`src/rtl/game_phase_if.sv`:
```
// game_phase_if: player/countdown inputs and phase, level, spawn and display outputs of the sequencer.
interface game_phase_if;
    logic       start_game;
    logic       pause;
    logic [5:0] time_left;
    logic       run_timer;
    logic [2:0] state;
    logic [1:0] level;
    logic       spawn_tick;
    logic [3:0] tens;
    logic [3:0] ones;
    logic       warn_led;
    logic       game_over;
    modport master (
        output start_game, pause, time_left,
        input  run_timer, state, level, spawn_tick, tens, ones, warn_led, game_over
    );
    modport slave (
        input  start_game, pause, time_left,
        output run_timer, state, level, spawn_tick, tens, ones, warn_led, game_over
    );
endinterface

```
`src/rtl/game_phase_seq.sv`:
```
// game_phase_seq: whack-a-mole phase sequencer (idle/ready/play/warn/over) with difficulty level and spawn strobe.
module game_phase_seq #(
    parameter int READY_SECS = 3,
    parameter int WARN_SECS  = 10,
    parameter int LEVEL_STEP = 15
) (
    input logic         clk_1Hz,
    input logic         reset,
    game_phase_if.slave gp
);
    localparam logic [2:0] IDLE = 3'd0, READY = 3'd1, PLAY = 3'd2, WARN = 3'd3, OVER = 3'd4;
    logic [2:0] state_q, state_d, ready_cnt_q, ready_cnt_d, spawn_cnt_q, spawn_cnt_d;
    logic [1:0] level_q, level_d, lvl_calc;
    logic       spawn_tick_q, spawn_tick_d, active;
    logic [5:0] tl, elapsed, quot, disp;
    assign tl       = gp.time_left > 6'd60 ? 6'd60 : gp.time_left;
    assign elapsed  = 6'd60 - tl;
    assign quot     = elapsed / 6'(LEVEL_STEP);
    assign lvl_calc = quot > 6'd3 ? 2'd3 : quot[1:0];
    assign active   = state_q == PLAY || state_q == WARN;
    always_comb begin
        state_d      = state_q;
        ready_cnt_d  = ready_cnt_q;
        spawn_cnt_d  = spawn_cnt_q;
        level_d      = level_q;
        spawn_tick_d = 1'b0;
        case (state_q)
            IDLE: begin
                level_d     = 2'd0;
                spawn_cnt_d = 3'd0;
                if (gp.start_game) begin
                    state_d     = READY;
                    ready_cnt_d = 3'(READY_SECS);
                end
            end
            READY: begin
                level_d     = 2'd0;
                ready_cnt_d = ready_cnt_q - 3'd1;
                if (!gp.start_game) state_d = IDLE;
                else if (ready_cnt_q == 3'd1) begin
                    state_d     = PLAY;
                    spawn_cnt_d = 3'd4;
                end
            end
            PLAY, WARN: begin
                if (!gp.start_game) state_d = IDLE;
                else if (!gp.pause) begin
                    level_d      = lvl_calc;
                    state_d      = tl == 6'd0 ? OVER :
                                   (state_q == PLAY && tl <= 6'(WARN_SECS)) ? WARN : state_q;
                    // a strobe that would land in OVER is dropped so OVER never shows a tick
                    spawn_tick_d = spawn_cnt_q == 3'd1 && tl != 6'd0;
                    spawn_cnt_d  = spawn_cnt_q == 3'd1 ? 3'd4 - {1'b0, level_q} : spawn_cnt_q - 3'd1;
                end
            end
            OVER: state_d = gp.start_game ? OVER : IDLE;
            default: state_d = IDLE;
        endcase
    end
    always_ff @(posedge clk_1Hz or negedge reset) begin
        if (!reset) begin
            state_q      <= IDLE;
            ready_cnt_q  <= 3'd0;
            spawn_cnt_q  <= 3'd0;
            level_q      <= 2'd0;
            spawn_tick_q <= 1'b0;
        end else begin
            state_q      <= state_d;
            ready_cnt_q  <= ready_cnt_d;
            spawn_cnt_q  <= spawn_cnt_d;
            level_q      <= level_d;
            spawn_tick_q <= spawn_tick_d;
        end
    end
    assign disp          = state_q == READY ? {3'd0, ready_cnt_q} : active ? tl : state_q == OVER ? 6'd0 : 6'd60;
    assign gp.tens       = 4'(disp / 6'd10);
    assign gp.ones       = 4'(disp % 6'd10);
    assign gp.run_timer  = active && !gp.pause;
    assign gp.state      = state_q;
    assign gp.level      = level_q;
    assign gp.spawn_tick = spawn_tick_q;
    assign gp.warn_led   = state_q == WARN;
    assign gp.game_over  = state_q == OVER;
endmodule
```
`src/flat_wrapper.sv`:
```
// flat-port wrapper written by rule: the top's interface ports become plain ports
module game_phase_seq_flat 
#(
    parameter int READY_SECS = 3,
    parameter int WARN_SECS  = 10,
    parameter int LEVEL_STEP = 15
)
  (clk_1Hz, reset, gp_start_game, gp_pause, gp_time_left, gp_run_timer, gp_state, gp_level, gp_spawn_tick, gp_tens, gp_ones, gp_warn_led, gp_game_over);
  game_phase_if gp_i ();
  input logic clk_1Hz;
  input logic reset;
  input wire logic [$bits(gp_i.start_game)-1:0] gp_start_game;
  input wire logic [$bits(gp_i.pause)-1:0] gp_pause;
  input wire logic [$bits(gp_i.time_left)-1:0] gp_time_left;
  output wire logic [$bits(gp_i.run_timer)-1:0] gp_run_timer;
  output wire logic [$bits(gp_i.state)-1:0] gp_state;
  output wire logic [$bits(gp_i.level)-1:0] gp_level;
  output wire logic [$bits(gp_i.spawn_tick)-1:0] gp_spawn_tick;
  output wire logic [$bits(gp_i.tens)-1:0] gp_tens;
  output wire logic [$bits(gp_i.ones)-1:0] gp_ones;
  output wire logic [$bits(gp_i.warn_led)-1:0] gp_warn_led;
  output wire logic [$bits(gp_i.game_over)-1:0] gp_game_over;
  assign gp_i.start_game = gp_start_game;
  assign gp_i.pause = gp_pause;
  assign gp_i.time_left = gp_time_left;
  assign gp_run_timer = gp_i.run_timer;
  assign gp_state = gp_i.state;
  assign gp_level = gp_i.level;
  assign gp_spawn_tick = gp_i.spawn_tick;
  assign gp_tens = gp_i.tens;
  assign gp_ones = gp_i.ones;
  assign gp_warn_led = gp_i.warn_led;
  assign gp_game_over = gp_i.game_over;
  game_phase_seq #(.READY_SECS(READY_SECS), .WARN_SECS(WARN_SECS), .LEVEL_STEP(LEVEL_STEP)) u_core (.clk_1Hz(clk_1Hz), .reset(reset), .gp(gp_i));
endmodule
```
`config.mk`:
```
export PLATFORM = sky130hd
export DESIGN_NAME = game_phase_seq_flat
export DESIGN_NICKNAME = d
export VERILOG_FILES = /design/src/rtl/game_phase_if.sv /design/src/rtl/game_phase_seq.sv /design/src/flat_wrapper.sv
export SDC_FILE = /design/constraint.sdc
export NUM_CORES = 1
export LEC_CHECK = 0
export ABC_AREA = 1
export CAP_MARGIN = 15
export CORE_MARGIN = 3
export CORE_UTILIZATION = 45
export CTS_CLUSTER_DIAMETER = 50
export DETAILED_ROUTE_END_ITERATION = 10
export GPL_TIMING_DRIVEN = 1
export MAX_ROUTING_LAYER = met4
export PLACE_DENSITY = 0.75
export SETUP_SLACK_MARGIN = 0.15
export SYNTH_ARGS = -nofsm -noshare
export SYNTH_HDL_FRONTEND = slang
export SYNTH_SLANG_ARGS = --single-unit
```
`constraint.sdc`:
```
create_clock -name clk_1Hz -period 2.3 [get_ports clk_1Hz]
set_clock_uncertainty 0.2 [all_clocks]
set_input_delay 0.23 -clock clk_1Hz [delete_from_list [all_inputs] [get_ports clk_1Hz]]
set_output_delay 0.23 -clock clk_1Hz [all_outputs]
set_load 0.03 [all_outputs]
```
# Word level (Yosys, flattened, before mapping)
# Cells that the tools add are included.
# Widths: inputs -> output; s select.
totals:
  ff_bits: 12
  inputBits: 10
  output_inout_bits: 17
  word_cells: 74
op_classes:
  add_sub_neg: 4
  div_mod_pow: 3
  n_lt_le_gt_ge: 3
  eq_ne: 14
  n_mux: 28
  n_reduce_logical: 17
ops:
  columns: ["op", "n"]
  rows:
  - ["$mux 3", 14]
  - ["$mux 6", 4]
  - ["$div 6x4->6 const B", 2]
  - ["$pmux 3 s4", 1]
  - ["$eq 3x1->1 const B", 3]
  - ["$pmux 3 s3", 1]
  - ["$ne 2x2->1 const B", 4]
  - ["$eq 3x2->1 const B", 2]
  - ["$gt 6x2->1 const B", 1]
  - ["$gt 6x6->1 const B", 1]
  - ["$le 6x4->1 const B", 1]
  - ["$logic_not 6->1", 1]
  - ["$mod 6x4->6 const B", 1]
  - ["$mux 2", 3]
  - ["$pmux 3 s2", 1]
  - ["$reduce_bool 6->1", 1]
  - ["$sub 3x1->3 const B", 2]
  - ["$sub 6x6->6 const A", 1]
  - ["$reduce_and 5->1", 1]
  - ["$ne 4x2->1 const B", 1]
  - ["$pmux 2 s2", 1]
  - ["$reduce_and 4->1", 1]
  - ["$reduce_bool 2->1", 2]
  - ["$reduce_or 2->1", 2]
  - ["other kinds (13)", 17]

# Longest topological paths before layout
depth:
  ltp_word: 9
  ltp_mapped: 21
  depth_no_buf: 21

# Worst setup path after synthesis
# Ideal clock, no wire load.
synth_timing:
  kind: "reg2out"
  startpoint: "register u_core.state_q[2], in the netlist u_core.gp.state[2]"
  endpoint: "output gp_ones[3]"
  t_arrival_ns: 2.470
  required_time_ns: 1.870
  path_slack_ns: -0.600
  stages_incl_launch_ff: 16
  path_buffers: 0
  path_cell_list: "dfrtp_1 > inv_2 > nand3_4 > nand2_4 > inv_4 > o21ai_4 > a21oi_2 > nand2_1 > nand2_1 > nand3_1 > nand2_2 > inv_1 > ha_1 > xnor2_1 > nand2_1 > nand2_1"
synth_via:
  elab_chain_len: 5
  word_cells_on_any_way: 9
  classes_between: "div (1); eq/ne (4); mux (3); reduce/logical (1)"
synth_rtl:
  columns: ["item", "line", "rtl"]
  rows:
  - ["start, declared", "game_phase_seq.sv:12", "logic [2:0] state_q, state_d, ready_cnt_q, ready_cnt_d, spawn_cnt_q, spawn_cnt_d;"]
  - ["start signal, assigned", "game_phase_seq.sv:68", "state_q <= state_d;"]
  - ["$eq 3x3->1 or $eq 3x2->1 (tied branches)", "game_phase_seq.sv:75, game_phase_seq.sv:20", null]
  - ["$mux 6 or $logic_or 1x1->1 (tied branches)", "game_phase_seq.sv:75, game_phase_seq.sv:20", null]
  - ["$mux 6", "game_phase_seq.sv:75", "assign disp = state_q == READY ? {3'd0, ready_cnt_q} : active ? tl : state_q == OVER ? 6'd0 : 6'd60;"]
  - ["$mux 6 *", "game_phase_seq.sv:75", null]
  - ["$mod 6x4->6 *", "game_phase_seq.sv:77", "assign gp.ones = 4'(disp % 6'd10);"]
  - ["end, declared", "flat_wrapper.sv:20", "output wire logic [$bits(gp_i.ones)-1:0] gp_ones;"]
# Mark *: on every way between the ends. The rest lies on a longest branch, timed or not.

# Final worst setup path
layout_timing:
  startpoint: "register u_core.state_q[0], in the netlist u_core.gp.state[0]"
  endpoint: "output gp_ones[3]"
# Same word-level chain as after synthesis.

==> results_dict.tcl <==
set metrics [dict create \
    status "complete, but fails checks" \
    violations "setup timing" \
    gp_congestion 0.870 \
    setup_viol 6 \
    syn_area_um2 1440 \
    grt_use_total 0.259 \
    crit_required_ns 1.87 \
    drt_pre_antenna_iters 6 \
    cts_hold_buf 0 \
    post-route-period-util 1.25 \
    cellPowerDensity_nw_per_um2 1680 \
    ir_worst_vdd_v 0.00121 \
    drtIter0Drc 279 \
    r2r_end "u_core.spawn_cnt_q[0]" \
    critPathLaunchType "flip-flop" \
    clockBufferDepth 2 \
    syn-num-nets 238 \
    grt_pass1_vias 1915 \
    antenna_found_initial 0 \
    viasPerCell 6.07 \
    yosysSeqAreaShare 0.209 \
    dp_hpwl_um 3130 \
    yosys_warnings 0 \
    clockRootBuffer "clkbuf_4" \
    reg2reg_depth 10 \
    core-area_um2 2900 \
    worst_slack_ns -0.578 \
    yosysUniqueCellTypes 38 \
    crit_path_max_fanout 4 \
    grt_max_degree 13 \
    cts.htree.levels 1 \
    avgSynthCellArea_um2 6.59 \
    leakage_nw 1.36 \
    fmax_mhz 347 \
    wire_per_inst_um 20.2 \
    reg2reg_setup_slack_ns 0.09 \
    timing.rr.start "u_core.gp.state[1]" \
    layoutNonFillerInstCount 360 \
    clock_latency_ns 0.29 \
    crit_path_end_kind "output pin" \
    synth_seq_cells 12 \
    final-hold-violation-count 0 \
    cts_tree "built" \
    rsz0062_at_grt "yes" \
    synth_cells 218 \
    rows 19 \
    slew_headroom 0.601 \
    synth_largest_area_cell "dfrtp_1" \
    ant_nets 0 \
    chipWidth_um 62.5 \
    io_pins 27 \
    grt_pass1_wl_um 8190 \
    vias 2184 \
    final_cell_mix "buf_4, inv_1, nand2_1, buf_6, nand2_4" \
    synth_top_area_frac 0.209 \
    placed_cells 335 \
    gr-total-overflow 0 \
    min_path_type "primary input to asynchronous set/reset pin" \
    areaGrowthSynthToFinish_pct 91.0 \
    period_needed_ns 2.88 \
    mostFrequentLayoutCell "buf_4" \
    path_clk_slew_ns 0.10 \
    drv_cap 0 \
    initial_core_util 0.496 \
    synth_area_leaders "dfrtp_1, nand2_1, inv_1" \
    die_y_um 62.5 \
    numCtsBuffers 3 \
    drive_gt1_frac 0.541 \
    maxSlewViolCount 0 \
    port_buffers 25 \
    dp_slack_ns -0.780 \
    drt_drc_violations_left 0 \
    tightest_slew_ns 0.597 \
    clock-sinks 12 \
    drt-total-wl_um 7280 \
    final_nets 339 \
    die-area_um2 3910 \
    antenna_cells 0 \
    cp.arrival_ns 2.45 \
    setup.worst_path.class "flip-flop to output pin" \
]
[worst max-delay path by stage]
stage                  startpoint            endpoint  slack (ns)
3_3_place_gp      gp_time_left[3]  u_core.gp.level[0]       -0.69
3_5_place_dp      gp_time_left[0]  u_core.gp.level[0]       -0.78
4_1_cts        u_core.gp.state[0]          gp_ones[3]       -0.41
5_1_grt        u_core.gp.state[1]          gp_ones[3]       -0.67
6_report       u_core.gp.state[0]          gp_ones[3]       -0.58
2_1_floorplan  u_core.gp.state[2]          gp_ones[3]       -0.25
[repair_timing]
action | in CTS | in global routing
endpoints found under the setup margin | 13 | 11
setup buffers | 9 | 12
resized for setup | 77 | 36
pin swaps | 33 | 29
[power by group]
group | leakage, nW | internal, mW | switching (mW)
Combinational | 1.20 | 1.80 | 2.26
Clock | 0.0210 | 0.0964 | 0.0860
Sequential | 0.148 | 0.281 | 0.0780
[critical path, stage by stage (launching register included)]
cell and delay (ns):
dfrtp_2 0.47, nor2_4 0.06, nand2_2 0.10, nand2_4 0.09, inv_4 0.08, o21ai_4 0.09, a21oi_4 0.17, nand2_2 0.12
nand2_4 0.10, nand3_4 0.08, nand2_4 0.09, buf_6 0.11, inv_4 0.03, ha_4 0.15, xnor2_2 0.12, nand2_1 0.11
nand2_4 0.05, buf_6 0.13
[cells by family (layout without fill, tap and decap cells)]
group           Yosys count  count (layout)  share of synthesized area
compound gates           40              40                      0.189
other cells               1               1                    0.00261
simple gates            109             109                      0.372
fa+ha+maj                10              10                     0.0870
buf+inv                  43             143                      0.122
flops                    12              12                      0.209
xor+xnor                  3               3                     0.0183
[state kept, by name, summed over array words and instances (netlist names)]
| signal | cells |
|---|---|
| u_core.gp.state | 3 |
| u_core.ready_cnt_q | 3 |
| u_core.spawn_cnt_q | 3 |
| u_core.gp.level | 2 |
| u_core.gp.spawn_tick | 1 |
[Yosys cell counts (all sizes together)]
| cell type | n |
|---|---|
| nand2 | 57 |
| inv | 41 |
| nor2 | 21 |
| nand3 | 17 |
| o21ai | 17 |
| a21oi | 13 |
| dfrtp | 12 |
| ha | 10 |
| nand4 | 5 |
| nor3 | 5 |
| o22ai | 3 |
| buf | 2 |
| nand3b | 2 |
| o211ai | 2 |
| xnor2 | 2 |
| a22oi | 1 |
| a311oi | 1 |
| a32oi | 1 |
| conb | 1 |
| nor4 | 1 |
| o21bai | 1 |
| o31ai | 1 |
| or2 | 1 |
| xor2 | 1 |
[per-layer routing]
layer / track usage / share of wire
met5: - / 0
met4: 0.110 / 0.079
met3: 0.0396 / 0.083
met2: 0.465 / 0.50
met1: 0.283 / 0.34
[stage by stage]
stage / TNS (ns) / utilization / area, um2 / hold slack (ns) / power (mW)
2_1_floorplan: -0.818 / - / 1590 / -0.266 / 2.21
3_3_place_gp: -3.91 / 0.776 / 2250 / 0.325 / 3.16
3_5_place_dp: -4.48 / 0.776 / 2250 / 0.339 / 3.23
4_1_cts: -1.42 / 0.862 / 2500 / 0.108 / 3.77
5_1_grt: -3.11 / 0.947 / 2750 / 0.144 / 4.79
6_report: -2.52 / 0.947 / 2750 / 0.102 / 4.61
[area by class of cell]
class / instances / area, um2
multi-input combinational: 163 / 1330
clock buffer: 4 / 36.3
inverter: 41 / 164
timing repair buffer: 98 / 856
tap: 42 / 52.6
fill: 97 / 154
sequential: 12 / 304
Power figures use the tool's default switching activity.
